### src/rtl/max7219_msg_seq.sv
// rtl/max7219_msg_seq.sv - loadable character-message sequencer feeding max7219_basemod
module max7219_msg_seq #(
    parameter int CHAR_W    = 6,
    parameter int IDX_W     = 3,
    parameter int DWELL_CNT = 50_000_000,
    parameter logic [CHAR_W*(2**IDX_W)-1:0] MSG_INIT =
        {6'd10, 6'd16, 6'd25, 6'd15, 6'd23, 6'd14, 6'd25, 6'd24}
) (
    input  logic              CLOCK,
    input  logic              RST_n,
    input  logic              iStart,
    input  logic              iStop,
    input  logic              iPause,
    input  logic              iLoop,
    input  logic [IDX_W:0]    iLen,
    input  logic              iWrEn,
    input  logic [IDX_W-1:0]  iWrAddr,
    input  logic [CHAR_W-1:0] iWrData,
    input  logic              iDone,
    output logic              oCall,
    output logic [CHAR_W-1:0] oData,
    output logic [IDX_W-1:0]  oIndex,
    output logic              oBusy,
    output logic              oFinish
);

    localparam int MAX_LEN = 2**IDX_W;
    localparam int LEN_W   = IDX_W + 1;
    // At least one bit even when DWELL_CNT=1 (counter then only ever holds 0).
    localparam int CNT_W   = (DWELL_CNT > 1) ? $clog2(DWELL_CNT) : 1;
    localparam logic [LEN_W-1:0] MAX_LEN_V = LEN_W'(MAX_LEN);
    localparam logic [CNT_W-1:0] DWELL_TOP = CNT_W'(DWELL_CNT - 1);

    typedef enum logic [2:0] {
        S_IDLE,
        S_LOAD,
        S_CALL,
        S_DWELL,
        S_NEXT
    } state_t;

    state_t            state_q, state_d;
    logic [IDX_W-1:0]  idx_q, idx_d;
    logic [CHAR_W-1:0] data_q, data_d;
    logic              call_q, call_d;
    logic              busy_q, busy_d;
    logic              fin_q, fin_d;
    logic [CNT_W-1:0]  cnt_q, cnt_d;
    logic [LEN_W-1:0]  len_q, len_d;
    logic              loop_q, loop_d;
    logic [CHAR_W-1:0] buf_q [MAX_LEN];

    logic [LEN_W-1:0]  len_in;
    logic              at_last;

    // Clamp the requested length into 1..MAX_LEN and flag the final index.
    always_comb begin
        len_in = iLen;
        if (iLen == '0) begin
            len_in = LEN_W'(1);
        end else if (iLen > MAX_LEN_V) begin
            len_in = MAX_LEN_V;
        end
        at_last = ({1'b0, idx_q} == (len_q - LEN_W'(1)));
    end

    // Message buffer: reloaded from MSG_INIT on reset, writable at any time.
    always_ff @(posedge CLOCK or negedge RST_n) begin
        if (!RST_n) begin
            for (int i = 0; i < MAX_LEN; i++) begin
                buf_q[i] <= MSG_INIT[i*CHAR_W +: CHAR_W];
            end
        end else if (iWrEn) begin
            buf_q[iWrAddr] <= iWrData;
        end
    end

    // Sequencer state and registered outputs.
    always_ff @(posedge CLOCK or negedge RST_n) begin
        if (!RST_n) begin
            state_q <= S_IDLE;
            idx_q   <= '0;
            data_q  <= '0;
            call_q  <= 1'b0;
            busy_q  <= 1'b0;
            fin_q   <= 1'b0;
            cnt_q   <= '0;
            len_q   <= LEN_W'(1);
            loop_q  <= 1'b0;
        end else begin
            state_q <= state_d;
            idx_q   <= idx_d;
            data_q  <= data_d;
            call_q  <= call_d;
            busy_q  <= busy_d;
            fin_q   <= fin_d;
            cnt_q   <= cnt_d;
            len_q   <= len_d;
            loop_q  <= loop_d;
        end
    end

    // Next-state logic; a stop in any active state overrides the normal step.
    always_comb begin
        state_d = state_q;
        idx_d   = idx_q;
        data_d  = data_q;
        call_d  = call_q;
        busy_d  = busy_q;
        fin_d   = 1'b0;
        cnt_d   = cnt_q;
        len_d   = len_q;
        loop_d  = loop_q;

        case (state_q)
            S_IDLE: begin
                busy_d = 1'b0;
                call_d = 1'b0;
                if (iStart && !iStop) begin
                    len_d   = len_in;
                    loop_d  = iLoop;
                    idx_d   = '0;
                    busy_d  = 1'b1;
                    state_d = S_LOAD;
                end
            end
            S_LOAD: begin
                // A write landing on the index being loaded is passed straight through.
                if (iWrEn && (iWrAddr == idx_q)) begin
                    data_d = iWrData;
                end else begin
                    data_d = buf_q[idx_q];
                end
                call_d  = 1'b1;
                state_d = S_CALL;
            end
            S_CALL: begin
                if (iDone) begin
                    call_d  = 1'b0;
                    cnt_d   = DWELL_TOP;
                    state_d = S_DWELL;
                end
            end
            S_DWELL: begin
                if (!iPause) begin
                    if (cnt_q == '0) begin
                        state_d = S_NEXT;
                    end else begin
                        cnt_d = cnt_q - CNT_W'(1);
                    end
                end
            end
            S_NEXT: begin
                if (at_last) begin
                    if (loop_q) begin
                        idx_d   = '0;
                        state_d = S_LOAD;
                    end else begin
                        busy_d  = 1'b0;
                        fin_d   = 1'b1;
                        state_d = S_IDLE;
                    end
                end else begin
                    idx_d   = idx_q + IDX_W'(1);
                    state_d = S_LOAD;
                end
            end
            default: begin
                state_d = S_IDLE;
            end
        endcase

        if (iStop && (state_q != S_IDLE)) begin
            state_d = S_IDLE;
            call_d  = 1'b0;
            busy_d  = 1'b0;
            fin_d   = 1'b1;
            data_d  = data_q;
            idx_d   = idx_q;
        end
    end

    assign oCall   = call_q;
    assign oData   = data_q;
    assign oIndex  = idx_q;
    assign oBusy   = busy_q;
    assign oFinish = fin_q;

endmodule
### config.mk
export PLATFORM = sky130hd
export DESIGN_NAME = max7219_msg_seq
export DESIGN_NICKNAME = d
export VERILOG_FILES = /design/src/rtl/max7219_msg_seq.sv
export SDC_FILE = /design/constraint.sdc
export NUM_CORES = 1
export LEC_CHECK = 0
export CAP_MARGIN = 20
export CELL_PAD_IN_SITES_DETAIL_PLACEMENT = 0
export CELL_PAD_IN_SITES_GLOBAL_PLACEMENT = 1
export CORE_ASPECT_RATIO = 1.25
export CORE_MARGIN = 3
export CORE_UTILIZATION = 48
export CTS_CLUSTER_SIZE = 20
export DETAILED_ROUTE_END_ITERATION = 10
export GPL_ROUTABILITY_DRIVEN = 0
export PLACE_DENSITY = 0.78
export SETUP_SLACK_MARGIN = 0.5
export SYNTH_ARGS = -nofsm -noshare
export SYNTH_HDL_FRONTEND = slang
export SYNTH_SLANG_ARGS = --single-unit
export TNS_END_PERCENT = 1
### constraint.sdc
create_clock -name CLOCK -period 2.51 [get_ports CLOCK]
set_input_delay 0.753 -clock CLOCK [delete_from_list [all_inputs] [get_ports CLOCK]]
set_output_delay 0.753 -clock CLOCK [all_outputs]
set_load 0.03 [all_outputs]
# After elaboration in Yosys (flattened, before gate mapping)

Cells that the tools add are included.

Logic and storage cells: 101
Flip-flop bits (word level): 94
Input bits: 21
Output and inout port bits: 12

Magnitude comparators: 4
Add/subtract/negate cells: 3
Bitwise operators: 3
Eq/ne operators: 17
Reduce and logical (&&, ||, !) cells: 20
Mux-type cells: 37

Operators with widths:

| kind                    | count |
|---|---|
| $mux W26                | 3 |
| $pmux W26 S2            | 1 |
| $bwmux W48              | 1 |
| $mux W3                 | 9 |
| $logic_not A26 Y1       | 1 |
| $sub A26 B1 Y26 const B | 1 |
| $mux W6                 | 4 |
| $ne A3 B3 Y1 const B    | 7 |
| $bmux W6 S3             | 1 |
| $demux W6 S3            | 1 |
| $pmux W3 S5             | 1 |
| $reduce_and A4 Y1       | 3 |
| $mux W1                 | 11 |
| $ge A4 B4 Y1 const B    | 2 |
| $mux W4                 | 2 |
| $ne A2 B2 Y1 const B    | 4 |
| $not A3 Y4              | 2 |
| $eq A3 B2 Y1 const B    | 2 |
| $pmux W3 S2             | 1 |
| $reduce_and A2 Y1       | 3 |
| $reduce_bool A3 Y1      | 2 |
| $eq A3 B4 Y1            | 1 |
| $gt A4 B4 Y1 const B    | 1 |
| $logic_and A1 B1 Y1     | 4 |
| 15 further kinds        | 16 |

# Depth between registers and ports, before layout

Gate-level depths: netlist (run 1).

Depth after elaboration: 6
Mapped depth: 8

# Worst setup path before layout (run 1)

No wires, ideal clock.

Kind: input to register
Start point: input iWrAddr[1]
End point: register buf_q[42] (netlist name)
Path slack: 0.417 ns
Arrival: 1.968 ns
Stages on the path: 4
Library setup time: 0.125 ns
Cells stage by stage: clkbuf_1 > nand2b_1 > nor3_1 > mux2_2

Cells in the longest elaborated chain, start to end: 6
Elaborated cells on any way between the ends: 7
Classes of those cells: 2 x order compare; 3 x mux; 1 x bitwise; 1 x reduce/logical

RTL lines:

| what                                                                      | line | RTL |
|---|---|---|
| start: declaration                                                        | 17   | `input logic [IDX_W-1:0] iWrAddr,` |
| $not A3 Y4 (implied by the code) (*)                                      | 74   | `buf_q[iWrAddr] <= iWrData;` |
| $ge A4 B4 Y1 (implied by the code) / $lt A4 B1 Y1 (equally long branches) | 74   |  |
| $logic_and A1 B1 Y1 (implied by the code)                                 | 74   |  |
| $mux W6 (implied by the code)                                             | 74   |  |
| $demux W6 S3 (*)                                                          | 74   |  |
| $bwmux W48 (*)                                                            | 74   |  |
| end signal: indexed assignment                                            | 71   | `buf_q[i] <= MSG_INIT[i*CHAR_W +: CHAR_W];` |
| end signal: indexed assignment                                            | 74   |  |
| end: declaration                                                          | 51   | `logic [CHAR_W-1:0] buf_q [MAX_LEN];` |

Every way passes the cells marked *; elsewhere a longest branch is shown, timed or not.
A chain may end at the register's enable or synchronous reset.

# Final worst setup path (run 1)

Start point: register call_q (netlist: oCall)
End point: output oCall

RTL lines:

| what                     | line | RTL |
|---|---|---|
| start: declaration       | 45   | `logic call_q, call_d;` |
| start signal: assignment | 94   | `call_q <= call_d;` |
| end: declaration         | 20   | `output logic oCall,` |

No word-level cell between the ends.

==> run_results.csv, run 1 <==
group,metric,value,unit
timing,maxSlewHeadroom,67.1,%
layout,fin_nets,533,
layout,final_util,59.6,%
global_routing,global_route.usage.total,20.4,%
power,ir_worst_vdd,0.000467,V
setup_path,timing.rr.start,"cnt_q[14]$_DFFE_PN0P_",
logic_synthesis,synth-adder-area-share,0.980,%
logic_synthesis,ys_ff_latch,94,
drt,drt-pass1-iter-count,6,
timing,timing_worst_slew_pin_value,0.494,ns
setup_path,cp_cell_sequence,"clkdlybuf4s50_1",
layout,antenna_cells_inserted,0,
timing,final_min_period_over_clock_period,86.0,%
logic_synthesis,post_synth.cell_area_avg,11.2,um^2
timing,hold_viol,0,
timing,finalMaxSlewViolations,0,
drt,initialDrtViolationCount,159,
clock_network,cts-htree-levels,3,
timing,fmax,0.463,GHz
place,io_buffer_count,32,
logic_synthesis,synth-compound-area-share,11.8,%
floorplan,design.core.area,10300,um^2
global_routing,grt_start_max_net_pins,44,
drt,detailed_route_via_count,3855,
drt,post_drt_via_cell_ratio,6.00,
layout,layout_common_cells,"sky130_fd_sc_hd__dfrtp_1 (71), sky130_fd_sc_hd__mux2_2 (51), sky130_fd_sc_hd__buf_4 (37)",
setup_path,worst-endpoint-arrival,1.40,ns
logic_synthesis,synth_simple_gate_area_share,17.4,%
setup_path,crit_type,"flop to primary output",
clock_network,number_of_buffers_inserted_for_hold_repair_after_clock_tree_synthesis,0,
global_routing,grt_pass1_vias,3853,
worst_hold_path,path_category_of_the_worst_min_delay_check,"primary input to asynchronous set/reset pin",
floorplan,io-pin-count,33,
setup_path,cp_data_required_time,1.76,ns
drt,route.detailed.wl_per_inst,18.2,um
floorplan,dieHeight,121,um
layout,layout_commonest_cell,"sky130_fd_sc_hd__dfrtp_1",
floorplan,start_util,49.8,%
logic_synthesis,synth_sequential_area_ratio,46.6,%
setup_path,critical_path_fanouts_max,3,
clock_network,clock_tree.root_cell,"sky130_fd_sc_hd__clkbuf_16",
clock_network,cts_tree,"built",
power,power.density,788,nW/um^2
logic_synthesis,post_synth_instance_area,5110,um^2
setup_path,crit_path_max_incr_delay,0.70,ns
place,dpl.hpwl,8230,um
clock_network,clock_latency,0.34,ns
timing,fin_worst_skew,0.00840,ns
drt,finalWirelength,11700,um
setup_path,critPathTopFamily,"buffers and inverters",
timing,final-setup-viol-count,0,
clock_network,cts_num_sinks,94,
setup_path,crit_path_top_delay_cell,"sky130_fd_sc_hd__clkdlybuf4s50_1",
logic_synthesis,synth_enable_flop_cells,0,
timing,final_period_minus_worst_setup_slack,2.16,ns
timing,unrepaired_setup_endpoints_after_global_routing,"true",
flow_run,drv.max_cap_violation_count,0,
layout,fraction_of_layout_instances_using_a_drive_strength_above_1,32.7,%
logic_synthesis,asyncSetResetFlopFracSynth,100,%
global_routing,grt_antenna_before_repair,0,
logic_synthesis,ys_types,64,
logic_synthesis,synth_fp_nets,480,
logic_synthesis,yosys.area_share.xor_xnor,1.03,%
setup_path,timing.critical_path.to_type,"primary output",
drt,post-route-drc-count,0,
global_routing,grt_first_pass_wirelength,19400,um
status,outcome,"finished, final reports clean",
layout,fillers,866,
clock_network,clockBufferDepth,2,
logic_synthesis,postSynth.topFlopCell,"sky130_fd_sc_hd__dfrtp_1",
logic_synthesis,yosysWarnings,0,
setup_path,crit_path_start_kind,"flop",
floorplan,fp.dieW,98.3,um
floorplan,placementRows,41,
layout,syn_to_final_growth,19.8,%
clock_network,clkSlewWorstSetupHoldPaths,0.08,ns
logic_synthesis,synth.mux.area_fraction,18.7,%
global_routing,global_route.overflow_total,0,
timing,totalNegativeSetupSlack,0,ns
logic_synthesis,main_combinational_cell_family_by_area_after_synthesis,"multiplexers",
floorplan,die-area,11900,um^2
setup_path,buffers_plus_inverters_on_the_worst_setup_path,1,
setup_path,cp-startpoint,"oCall$_DFFE_PN0P_",
logic_synthesis,post_synth_inst_count,455,
clock_network,cts_made_buffers,9,
power,leakage_power,2.47,nW
drt,final_antenna_net_count,0,
## sequential cells by signal, summed over array words and instances (netlist names)
signal / count
loop_q: 1
oFinish: 1
oCall: 1
state_q: 3
len_q: 4
oData: 6
cnt_q: 26
buf_q: 48
oIndex: 3
oBusy: 1
## cell type report
type                       count  area, um^2  area share, %
clock buffer                   9         225           3.68
multi-input combinational    318        2590           42.3
timing repair buffer          70         639           10.5
inverter                      15        56.3          0.921
tap                          129         161           2.64
sequential                    94        2380           38.9
clock inverter                 7        65.1           1.06
## report_power, final
| group | internal (mW) | switching (mW) |
|---|---|---|
| Clock | 0.695 | 0.630 |
| Sequential | 1.93 | 0.302 |
| Combinational | 0.654 | 0.607 |
| Total | 3.28 | 1.54 |
## cell usage after synthesis (3+ instances only)
cell type | instances | share of area, %
sky130_fd_sc_hd__o211ai_1 | 6 | 0.88
sky130_fd_sc_hd__nor2_1 | 24 | 1.8
sky130_fd_sc_hd__nand3_1 | 18 | 1.8
sky130_fd_sc_hd__a311oi_1 | 5 | 0.86
sky130_fd_sc_hd__xnor2_1 | 4 | 0.69
sky130_fd_sc_hd__a21oi_1 | 4 | 0.39
sky130_fd_sc_hd__nor3_1 | 17 | 1.7
sky130_fd_sc_hd__dfrtp_1 | 71 | 35
sky130_fd_sc_hd__nand4_1 | 5 | 0.61
sky130_fd_sc_hd__a221o_1 | 5 | 0.98
sky130_fd_sc_hd__inv_1 | 15 | 1.1
sky130_fd_sc_hd__and4b_1 | 3 | 0.59
sky130_fd_sc_hd__and2_1 | 7 | 0.86
sky130_fd_sc_hd__mux2_2 | 53 | 12
sky130_fd_sc_hd__a211o_1 | 3 | 0.51
sky130_fd_sc_hd__nand2b_1 | 4 | 0.49
sky130_fd_sc_hd__ha_1 | 4 | 0.98
sky130_fd_sc_hd__clkbuf_1 | 20 | 1.5
sky130_fd_sc_hd__a211oi_1 | 4 | 0.59
sky130_fd_sc_hd__and3_1 | 5 | 0.61
sky130_fd_sc_hd__mux4_2 | 12 | 5.3
sky130_fd_sc_hd__o31ai_1 | 5 | 0.74
sky130_fd_sc_hd__o21ai_0 | 21 | 2.1
sky130_fd_sc_hd__nand2_1 | 31 | 2.3
sky130_fd_sc_hd__mux2i_1 | 9 | 1.8
sky130_fd_sc_hd__nor3b_1 | 4 | 0.59
sky130_fd_sc_hd__dfstp_2 | 23 | 12
sky130_fd_sc_hd__o21a_1 | 3 | 0.44
sky130_fd_sc_hd__nor4_1 | 10 | 1.2
sky130_fd_sc_hd__buf_2 | 5 | 0.49
sky130_fd_sc_hd__nand4b_1 | 3 | 0.51
sky130_fd_sc_hd__a31oi_1 | 7 | 0.86
sky130_fd_sc_hd__o221a_2 | 3 | 0.66
## path summary, 6_finish.rpt
| path | to | slack [ns] | cells after the start |
|---|---|---|---|
| worst max-delay path | oCall | 0.35 | 1 |
| worst min-delay path | buf_q[13]$_DFFE_PN0P_ | 0.35 | 1 |
| worst max register to register | cnt_q[9]$_DFFE_PN0P_ | 0.36 | 5 |
| worst min register to register | oData[5]$_DFFE_PN0P_ | 0.48 | 2 |
| max in group asynchronous | buf_q[25]$_DFFE_PN1P_ | 1.45 | 2 |
| min in group CLOCK | oData[5]$_DFFE_PN0P_ | 0.48 | 2 |
## repair_timing
item,4_1_cts,5_1_grt
resized for setup,2,6
pin swaps,0,4
hold endpoints to repair,0,0
buffers inserted,0,4
setup endpoints to repair,45,68
## metrics by stage
stage / std cells / setup slack [ns] / hold WS, ns / instance area (um^2) / total power, mW
finish: 642 / 0.352 / 0.352 / 6120 / 4.82
global route: 642 / 0.288 / 0.377 / 6120 / 5.09
CTS: 638 / 0.302 / 0.358 / 6060 / 4.86
detailed placement: 622 / 0.0477 / 0.469 / 5770 / 3.52
global placement: 622 / 0.0754 / 0.461 / 5770 / 3.45
floorplan: 455 / 0.461 / 0.457 / 5110 / 3.05
## logic make-up after synthesis
family | Yosys count
muxes | 74
xor gates and xnor gates | 6
buffers and inverters | 43
DFF | 94
adders and majority gates | 4
AOI/OAI and AO/OA | 80
and+or+nand+nor | 154
## metal layers
metal  track usage [%]  vias up  wire (um)  share of wire, %
li1                  -     1827          -                 -
met1              25.2     1950       5110                44
met2              36.1       62       6080                52
met3              3.16       16        345               2.9
met4              7.17        0        181               1.5
met5                 0        -          0                 0
No activity file was read; power rests on OpenSTA's default activity.
==> run 2: changes to the inputs <==
SLEW_MARGIN = 25   (was default)
==> results of run 2 <==
No change in the layout: final DEF, timing and power equal those of run 1.
